===== src/rtl/jtsdram_pkg.sv =====
// Shared constants for the SDRAM checker statistics block.
// Covers the default counter width, the shadow address map and the status word bit positions.
package jtsdram_pkg;
  localparam int CW_DEF = 16;

  localparam logic [2:0] STAT_PASS   = 3'd0;
  localparam logic [2:0] STAT_ERR    = 3'd1;
  localparam logic [2:0] STAT_FIRST  = 3'd2;
  localparam logic [2:0] STAT_STATUS = 3'd3;
  localparam logic [2:0] STAT_RD0    = 3'd4;

  localparam int ST_ERR  = 0;
  localparam int ST_BUSY = 1;
  localparam int ST_BAD  = 2;
endpackage


===== src/rtl/jtsdram_satcnt.sv =====
// Event counter with synchronous clear.
// It either saturates at all-ones (SAT=1) or wraps (SAT=0).
module jtsdram_satcnt #(
  parameter int CW  = 16,
  parameter bit SAT = 1'b1
) (
  input  logic          clk,
  input  logic          rst_n,
  input  logic          clr,
  input  logic          inc,
  output logic [CW-1:0] cnt
);

  always_ff @(posedge clk or negedge rst_n) begin
    if (!rst_n) begin
      cnt <= '0;
    end else if (clr) begin
      cnt <= '0;
    end else if (inc && !(SAT && (&cnt))) begin
      cnt <= cnt + CW'(1);
    end
  end

endmodule


===== src/rtl/jtsdram_stats.sv =====
// Statistics for the SDRAM checker: pass/error/bank counters, frame-coherent shadows,
// a registered read port and a status LED (blinks while healthy, solid after an error).
module jtsdram_stats
  import jtsdram_pkg::*;
#(
  parameter int CW           = CW_DEF,
  parameter int BLINK_FRAMES = 30
) (
  input  logic          clk,
  input  logic          rst_n,
  input  logic          LVBL,
  input  logic          dwnld_busy,
  input  logic          bad,
  input  logic [3:0]    ba_rdy,
  input  logic          clr,
  input  logic [2:0]    rd_addr,
  output logic [CW-1:0] rd_data,
  output logic          led,
  output logic          err_sticky
);

  localparam int FW = (BLINK_FRAMES > 1) ? $clog2(BLINK_FRAMES) : 1;

  logic          lvbl_prev, dwnld_prev, bad_prev;
  logic          frame_tick, pass_inc, bad_rise;
  logic [CW-1:0] pass_cnt, err_cnt, first_err_pass;
  logic [CW-1:0] rd_cnt [4];
  logic [CW-1:0] status_word;
  logic [CW-1:0] live   [8];
  logic [CW-1:0] shadow [8];
  logic [FW-1:0] frame_cnt;
  logic          blink;

  // Edge history survives clr so a held input cannot fake an edge afterwards
  always_ff @(posedge clk or negedge rst_n) begin
    if (!rst_n) begin
      lvbl_prev  <= 1'b1;
      dwnld_prev <= 1'b0;
      bad_prev   <= 1'b0;
    end else begin
      lvbl_prev  <= LVBL;
      dwnld_prev <= dwnld_busy;
      bad_prev   <= bad;
    end
  end

  assign frame_tick = lvbl_prev & ~LVBL;
  assign pass_inc   = dwnld_prev & ~dwnld_busy;
  assign bad_rise   = ~bad_prev & bad;

  jtsdram_satcnt #(.CW(CW), .SAT(1'b1)) u_pass (
    .clk(clk), .rst_n(rst_n), .clr(clr), .inc(pass_inc), .cnt(pass_cnt)
  );

  jtsdram_satcnt #(.CW(CW), .SAT(1'b1)) u_err (
    .clk(clk), .rst_n(rst_n), .clr(clr), .inc(bad_rise), .cnt(err_cnt)
  );

  for (genvar n = 0; n < 4; n++) begin : g_bank
    jtsdram_satcnt #(.CW(CW), .SAT(1'b0)) u_rd (
      .clk(clk), .rst_n(rst_n), .clr(clr), .inc(ba_rdy[n]), .cnt(rd_cnt[n])
    );
  end

  always_comb begin
    status_word         = '0;
    status_word[ST_ERR]  = err_sticky;
    status_word[ST_BUSY] = dwnld_busy;
    status_word[ST_BAD]  = bad;
  end

  always_comb begin
    live[STAT_PASS]   = pass_cnt;
    live[STAT_ERR]    = err_cnt;
    live[STAT_FIRST]  = first_err_pass;
    live[STAT_STATUS] = status_word;
    for (int n = 0; n < 4; n++) begin
      live[int'(STAT_RD0) + n] = rd_cnt[n];
    end
  end

  // First failure snapshot and sticky error flag
  always_ff @(posedge clk or negedge rst_n) begin
    if (!rst_n) begin
      err_sticky     <= 1'b0;
      first_err_pass <= '0;
    end else if (clr) begin
      err_sticky     <= 1'b0;
      first_err_pass <= '0;
    end else if (bad_rise && !err_sticky) begin
      err_sticky     <= 1'b1;
      first_err_pass <= pass_cnt;
    end
  end

  // Shadows sample the pre-update live values, so a coincident increment lands next frame
  always_ff @(posedge clk or negedge rst_n) begin
    if (!rst_n) begin
      for (int i = 0; i < 8; i++) shadow[i] <= '0;
      frame_cnt <= '0;
      blink     <= 1'b0;
    end else if (clr) begin
      for (int i = 0; i < 8; i++) shadow[i] <= '0;
      frame_cnt <= '0;
      blink     <= 1'b0;
    end else if (frame_tick) begin
      for (int i = 0; i < 8; i++) shadow[i] <= live[i];
      if (frame_cnt == FW'(BLINK_FRAMES - 1)) begin
        frame_cnt <= '0;
        blink     <= ~blink;
      end else begin
        frame_cnt <= frame_cnt + FW'(1);
      end
    end
  end

  always_ff @(posedge clk or negedge rst_n) begin
    if (!rst_n) rd_data <= '0;
    else        rd_data <= shadow[rd_addr];
  end

  assign led = err_sticky | blink;

endmodule


===== config.mk =====
export PLATFORM = sky130hd
export DESIGN_NAME = jtsdram_stats
export DESIGN_NICKNAME = d
export VERILOG_FILES = /design/src/rtl/jtsdram_pkg.sv /design/src/rtl/jtsdram_satcnt.sv /design/src/rtl/jtsdram_stats.sv
export SDC_FILE = /design/constraint.sdc
export NUM_CORES = 1
export LEC_CHECK = 0
export CORE_MARGIN = 3
export CORE_UTILIZATION = 50
export CTS_BUF_LIST = sky130_fd_sc_hd__clkbuf_2 sky130_fd_sc_hd__clkbuf_4 sky130_fd_sc_hd__clkbuf_8
export DETAILED_ROUTE_END_ITERATION = 8
export GPL_ROUTABILITY_DRIVEN = 0
export PLACE_DENSITY = 0.72
export SYNTH_ARGS = -nofsm -noshare
export SYNTH_HDL_FRONTEND = slang
export SYNTH_SLANG_ARGS = --single-unit

===== constraint.sdc =====
create_clock -name clk -period 2.2 [get_ports clk]
set_input_delay 0.22 -clock clk [delete_from_list [all_inputs] [get_ports clk]]
set_output_delay 0.22 -clock clk [all_outputs]
set_load 0.005 [all_outputs]

Word level (Yosys, flattened, before mapping)
Cells that the tools add are included.
Word-level totals
  register bits after elaboration: 266
  input port bits: 13
  output and inout bits: 18
  logic and storage cells: 85
Cells by class
  add/subtract/negate cells: 7
  magnitude comparators: 1
  eq/ne operators: 1
  muxes and demuxes: 27
  bitwise gates (word level): 9
  reductions and logical operators: 18
Operator list (count)
  $mux W128: 2
  $mux W16: 16
  $add A16 B1 Y16 const B: 6
  $bmux W16 S3: 1
  $reduce_and A16 Y1: 2
  $reduce_bool A2 Y1: 9
  $mux W5: 3
  $add A5 B1 Y5 const B: 1
  $eq A5 B5 Y1 const B: 1
  $mux W1: 5
  $ge A4 B4 Y1 const B: 1
  $not A1 Y1: 4
  $not A3 Y4: 1
  $and A1 B1 Y1: 3
  $logic_and A1 B1 Y1: 3
  $logic_not A1 Y1: 3
  $reduce_and A2 Y1: 1
  $or A1 B1 Y1: 1

Logic depth before layout (Yosys ltp)
  depth after elaboration: 5
  depth in mapped cells: 6
  mapped depth without buffers: 6

Cells and area by module
Synthesis repeated with hierarchy kept, for this count alone.
Second synthesis, totals
  cells, all modules: 1248
  area total of the unflattened synthesis: 12335.6 um^2
Modules (own cells, without submodules)
  jtsdram_stats: times used 1, cells each 730, area each 7008.0 um^2, seq. area each 3930.0 um^2
  jtsdram_satcnt at g_bank[0].u_rd ...: times used 4, cells each 82, area each 872.1 um^2, seq. area each 400.4 um^2
  jtsdram_satcnt at u_err ...: times used 2, cells each 95, area each 919.6 um^2, seq. area each 400.4 um^2

Least setup slack after synthesis
OpenSTA, ideal clock, no wires.
  path kind: reg2reg
  from: register u_pass.cnt[0]
  to: register u_pass.cnt[14]
  setup time: 0.078 ns
  data arrival time: 1.879 ns
  data required time: 2.122 ns
  setup slack: 0.243 ns
  stages on the path, launching flop included: 7
  path buffers: 1
  clock period less this slack: 1.957 ns
  cell sequence: dfrtp_1 ha_1 nand3b_2 or3_1 clkbuf_2 or4b_1 a21oi_1
Between the ends
  word-level cells in the longest chain between the ends: 4
  elaborated cells between the ends (all ways): 7
  classes of those cells: add/sub (1); mux (2); reduce/logical (4)
RTL lines
  start: declaration: RTL line jtsdram_satcnt.sv:11  | output logic [CW-1:0] cnt
  start signal: assignment: RTL line jtsdram_satcnt.sv:20  | cnt <= cnt + CW'(1);
  branches (longest 4 deep; another with $add A16 B1 Y16)
Several ways; the timed one is not identified. The select of a mux whose other input is x is not followed.
A chain may end at the register's enable or synchronous reset.

Worst setup path after layout
  from: register err_sticky
  to: output led
Between the ends
  word-level cells in the longest chain between the ends: 1
RTL lines
  start: declaration: RTL line jtsdram_stats.sv:19  | output logic err_sticky
  start signal: assignment: RTL line jtsdram_stats.sv:85  | err_sticky <= 1'b0;
  start signal: assignment: RTL line jtsdram_stats.sv:88  | err_sticky <= 1'b0;
  start signal: assignment: RTL line jtsdram_stats.sv:91  | err_sticky <= 1'b1;
  $or A1 B1 Y1: RTL line jtsdram_stats.sv:122  | assign led = err_sticky | blink;
  end: declaration: RTL line jtsdram_stats.sv:18  | output logic led,
Every way passes these cells.

==> run_results.csv <==
group,metric,value,unit
cts,clk-insertion-delay-late,0.55,ns
flow_run,maxCapViolations,0,
logic_synthesis,async_flop_share,100.0,%
worst_setup_path,worstReg2RegEnd,"u_pass.cnt[15]",
grt,overflow,0,
cts,cts_resized,0,
final_layout,layout.nets,1291,
timing,period_needed,2.035,ns
pwr,finalPower,9.797,mW
cts,cts_inserted_buffers,43,
timing,skew,0.02122,ns
placement,dp.cells,1536,
routing,drc,0,
final_layout,antennaDiodeCount,0,
worst_setup_path,r2r_slack,0.24,ns
status,status,"completed",
grt,grt_max_degree,160,
timing,whs,0.2004,ns
routing,drtIter0Drc,798,
worst_setup_path,worstSetupEndpointType,"output pin",
logic_synthesis,synth-seq-cells,253,
floorplan,pin_count,31,
logic_synthesis,ys_types,51,
timing,slew_viol_final,0,
min_path,hold_depth,1,
floorplan,dieWidth,159.3,µm
floorplan,die_h,159.3,µm
routing,first_pass_iters,5,
cts,postCtsSetupRepairBufs,0,
min_path,hold_end,"lvbl_prev",
final_layout,areaGrowthSynthToFinish,14.18,%
pwr,p_per_area,730.2,nW/µm²
logic_synthesis,yosysWarnings,0,
timing,hold_viol,0,
worst_setup_path,critPathLaunchType,"flop",
timing,tightest_slew,1.211,ns
pwr,ir_worst_vdd,0.0004482,V
pwr,power.leakage,5.590,nW
grt,antenna_found_initial,0,
final_layout,instances_no_fill,1614,
routing,vias,9207,
worst_setup_path,worstPathRequired,1.98,ns
worst_setup_path,r2r_start,"u_pass.cnt[2]",
cts,cts_hold_buf,2,
floorplan,core-area,22850,µm²
timing,rsz0062_at_grt,"no",
floorplan,start_util,51.43,%
routing,viasPerCell,5.704,
logic_synthesis,ys_seq_area_share,53.89,%
timing,timing.fmax,491.4,MHz
cts,htreeDepth,2,
final_layout,drive_above_1_share,11.53,%
worst_setup_path,path_max_fanout,3,
min_path,hold_path.class,"in2reg",
grt,groute.usage.overall,22.43,%
cts,clock_sinks,253,
grt,grt_pass1_vias,8912,
routing,wl_per_cell,17.30,µm
logic_synthesis,syn_nets,1266,
worst_setup_path,arrival,1.82,ns
logic_synthesis,synth-edff-count,0,
floorplan,num_rows,55,
timing,fin_tns_setup,0,ns
logic_synthesis,avgSynthCellArea,9.438,µm²
logic_synthesis,syn_area,11750,µm²
worst_setup_path,r2r_cells,4,
placement,dp_hpwl,18230,µm
cts,clockBufferDepth,3,
cts,cts_tree,"yes",
timing,finalSetupViolCount,0,
routing,ant_nets,0,
logic_synthesis,netlist_instances,1245,
logic_synthesis,synth_flop_cell,"dfrtp_1",
timing,slew_headroom,19.09,%
floorplan,die-area,25370,µm²
routing,routed_wl,27920,µm
grt,grt_pass1_wl,46950,µm
placement,portBuffers,30,
cts,cts-root-buf,"clkbuf_8",
worst_setup_path,path_class,"reg2out",
min_path,hp-start,"LVBL",
cts,clkTransAtPathRegs,0.05,ns
timing,fin_crit_sh,92.50,%
[cell usage after synthesis (all sizes together) (3+ instances only)]
library cell	number	area, µm²
nand2	302	1134
dfrtp	252	6306
a21oi	167	835.8
nor2	72	270.3
clkbuf	68	256.5
o21ai	48	240.2
nand4	34	219.0
or3	28	177.7
nand3	27	135.1
xor2	27	236.5
inv	25	93.84
mux2i	23	230.2
mux4	19	427.9
xnor2	16	140.1
a211oi	15	112.6
buf	15	77.57
nor4	14	87.58
and3	12	75.07
and4	12	105.1
ha	8	100.1
nor3	6	30.03
o31ai	6	45.04
or4	6	45.04
nor2b	5	31.28
or2	5	31.28
and2	4	25.02
nand2b	4	25.02
o41ai	4	42.55
mux2	3	33.78
[worst max path at each step]
| stage | cells past startpoint | start | to |
|---|---|---|---|
| finish | 3 | err_sticky | led |
| global route | 3 | err_sticky | led |
| CTS | 3 | err_sticky | led |
| detailed placement | 5 | dwnld_busy | u_pass.cnt[15] |
| global placement | 5 | dwnld_busy | u_pass.cnt[15] |
| floorplan | 6 | u_pass.cnt[0] | u_pass.cnt[14] |
[routing by layer]
metal | track usage [%] | wire length (µm) | vias up
li1 | - | - | 4349
met1 | 33.22 | 12990 | 4558
met2 | 34.33 | 12640 | 250
met3 | 4.422 | 1659 | 50
met4 | 5.730 | 629 | 0
met5 | 0 | 0 | -
[metrics by stage]
stage	worst slack [ns]	cell area (µm²)	util, %
global placement	0.1241	12470	54.57
detailed placement	0.05518	12470	54.57
global route	0.1067	13420	58.72
finish	0.1650	13420	58.72
floorplan	0.2430	11750	-
CTS	0.1296	13420	58.72
[registers in the layout, indices dropped and copies added, names as in the netlist]
register / flops
dwnld_prev: 1
g_bank.u_rd.cnt: 64
u_pass.cnt: 16
blink: 1
first_err_pass: 16
u_err.cnt: 16
shadow: 115
err_sticky: 1
rd_data: 16
frame_cnt: 5
bad_prev: 1
lvbl_prev: 1
[cell type report]
type                       count  area (µm²)
fill                        1953        9430
sequential                   253        6332
multi-input combinational    883        5000
clock buffer                  69       862.1
timing repair buffer          64       669.4
tap                          313       391.6
inverter                      25       93.84
clock inverter                 7       67.56
[power breakdown]
part | internal [mW] | leakage (nW) | switching, mW
Clock | 2.59 | 0.486 | 1.90
Sequential | 4.71 | 3.50 | 0.0413
Combinational | 0.180 | 1.60 | 0.375
[logic make-up (layout without fill, tap and decap cells)]
kind of cell,after synthesis,in the layout,share of synthesized area [%]
simple gates,537,537,20.83
flops,253,253,53.89
compound gates,250,250,11.62
buf+inv,109,165,3.716
mux,45,45,5.889
xor+xnor,43,43,3.205
fa+ha+maj,8,8,0.8519
[placed cells by master (no fill, tap or decap), drive strengths merged, types with 2 or more instances in the layout]
| cell type | Yosys | final |
|---|---|---|
| o211ai | 2 | 2 |
| and3 | 12 | 12 |
| nor2b | 5 | 5 |
| clkdlybuf4s50 | 0 | 26 |
| mux2 | 3 | 3 |
| o21ai | 48 | 48 |
| clkinvlp | 0 | 3 |
| o31ai | 6 | 6 |
| a211oi | 15 | 15 |
| dfrtp | 252 | 252 |
| nor2 | 72 | 72 |
| inv | 25 | 25 |
| nand2b | 4 | 4 |
| buf | 15 | 36 |
| and4 | 12 | 12 |
| and2 | 4 | 4 |
| mux2i | 23 | 23 |
| mux4 | 19 | 19 |
| or2 | 5 | 5 |
| clkinv | 0 | 3 |
| clkbuf | 68 | 69 |
| nand4 | 34 | 34 |
| o2111ai | 2 | 2 |
| o211a | 2 | 2 |
| nor3 | 6 | 6 |
| or3 | 28 | 28 |
| nand2 | 302 | 302 |
| nor4 | 14 | 14 |
| xor2 | 27 | 27 |
| nand3 | 27 | 27 |
| nor3b | 2 | 2 |
| ha | 8 | 8 |
| o41ai | 4 | 4 |
| xnor2 | 16 | 16 |
| dlygate4sd3 | 0 | 2 |
| or4 | 6 | 6 |
| a21oi | 167 | 167 |
[critical path, stage by stage, from the launching register on]
cell and delay [ns]:
dfrtp_1 0.37, buf_4 0.16, or2_2 0.30, clkdlybuf4s50_1 0.46
No activity file was read; power rests on OpenSTA's default activity.
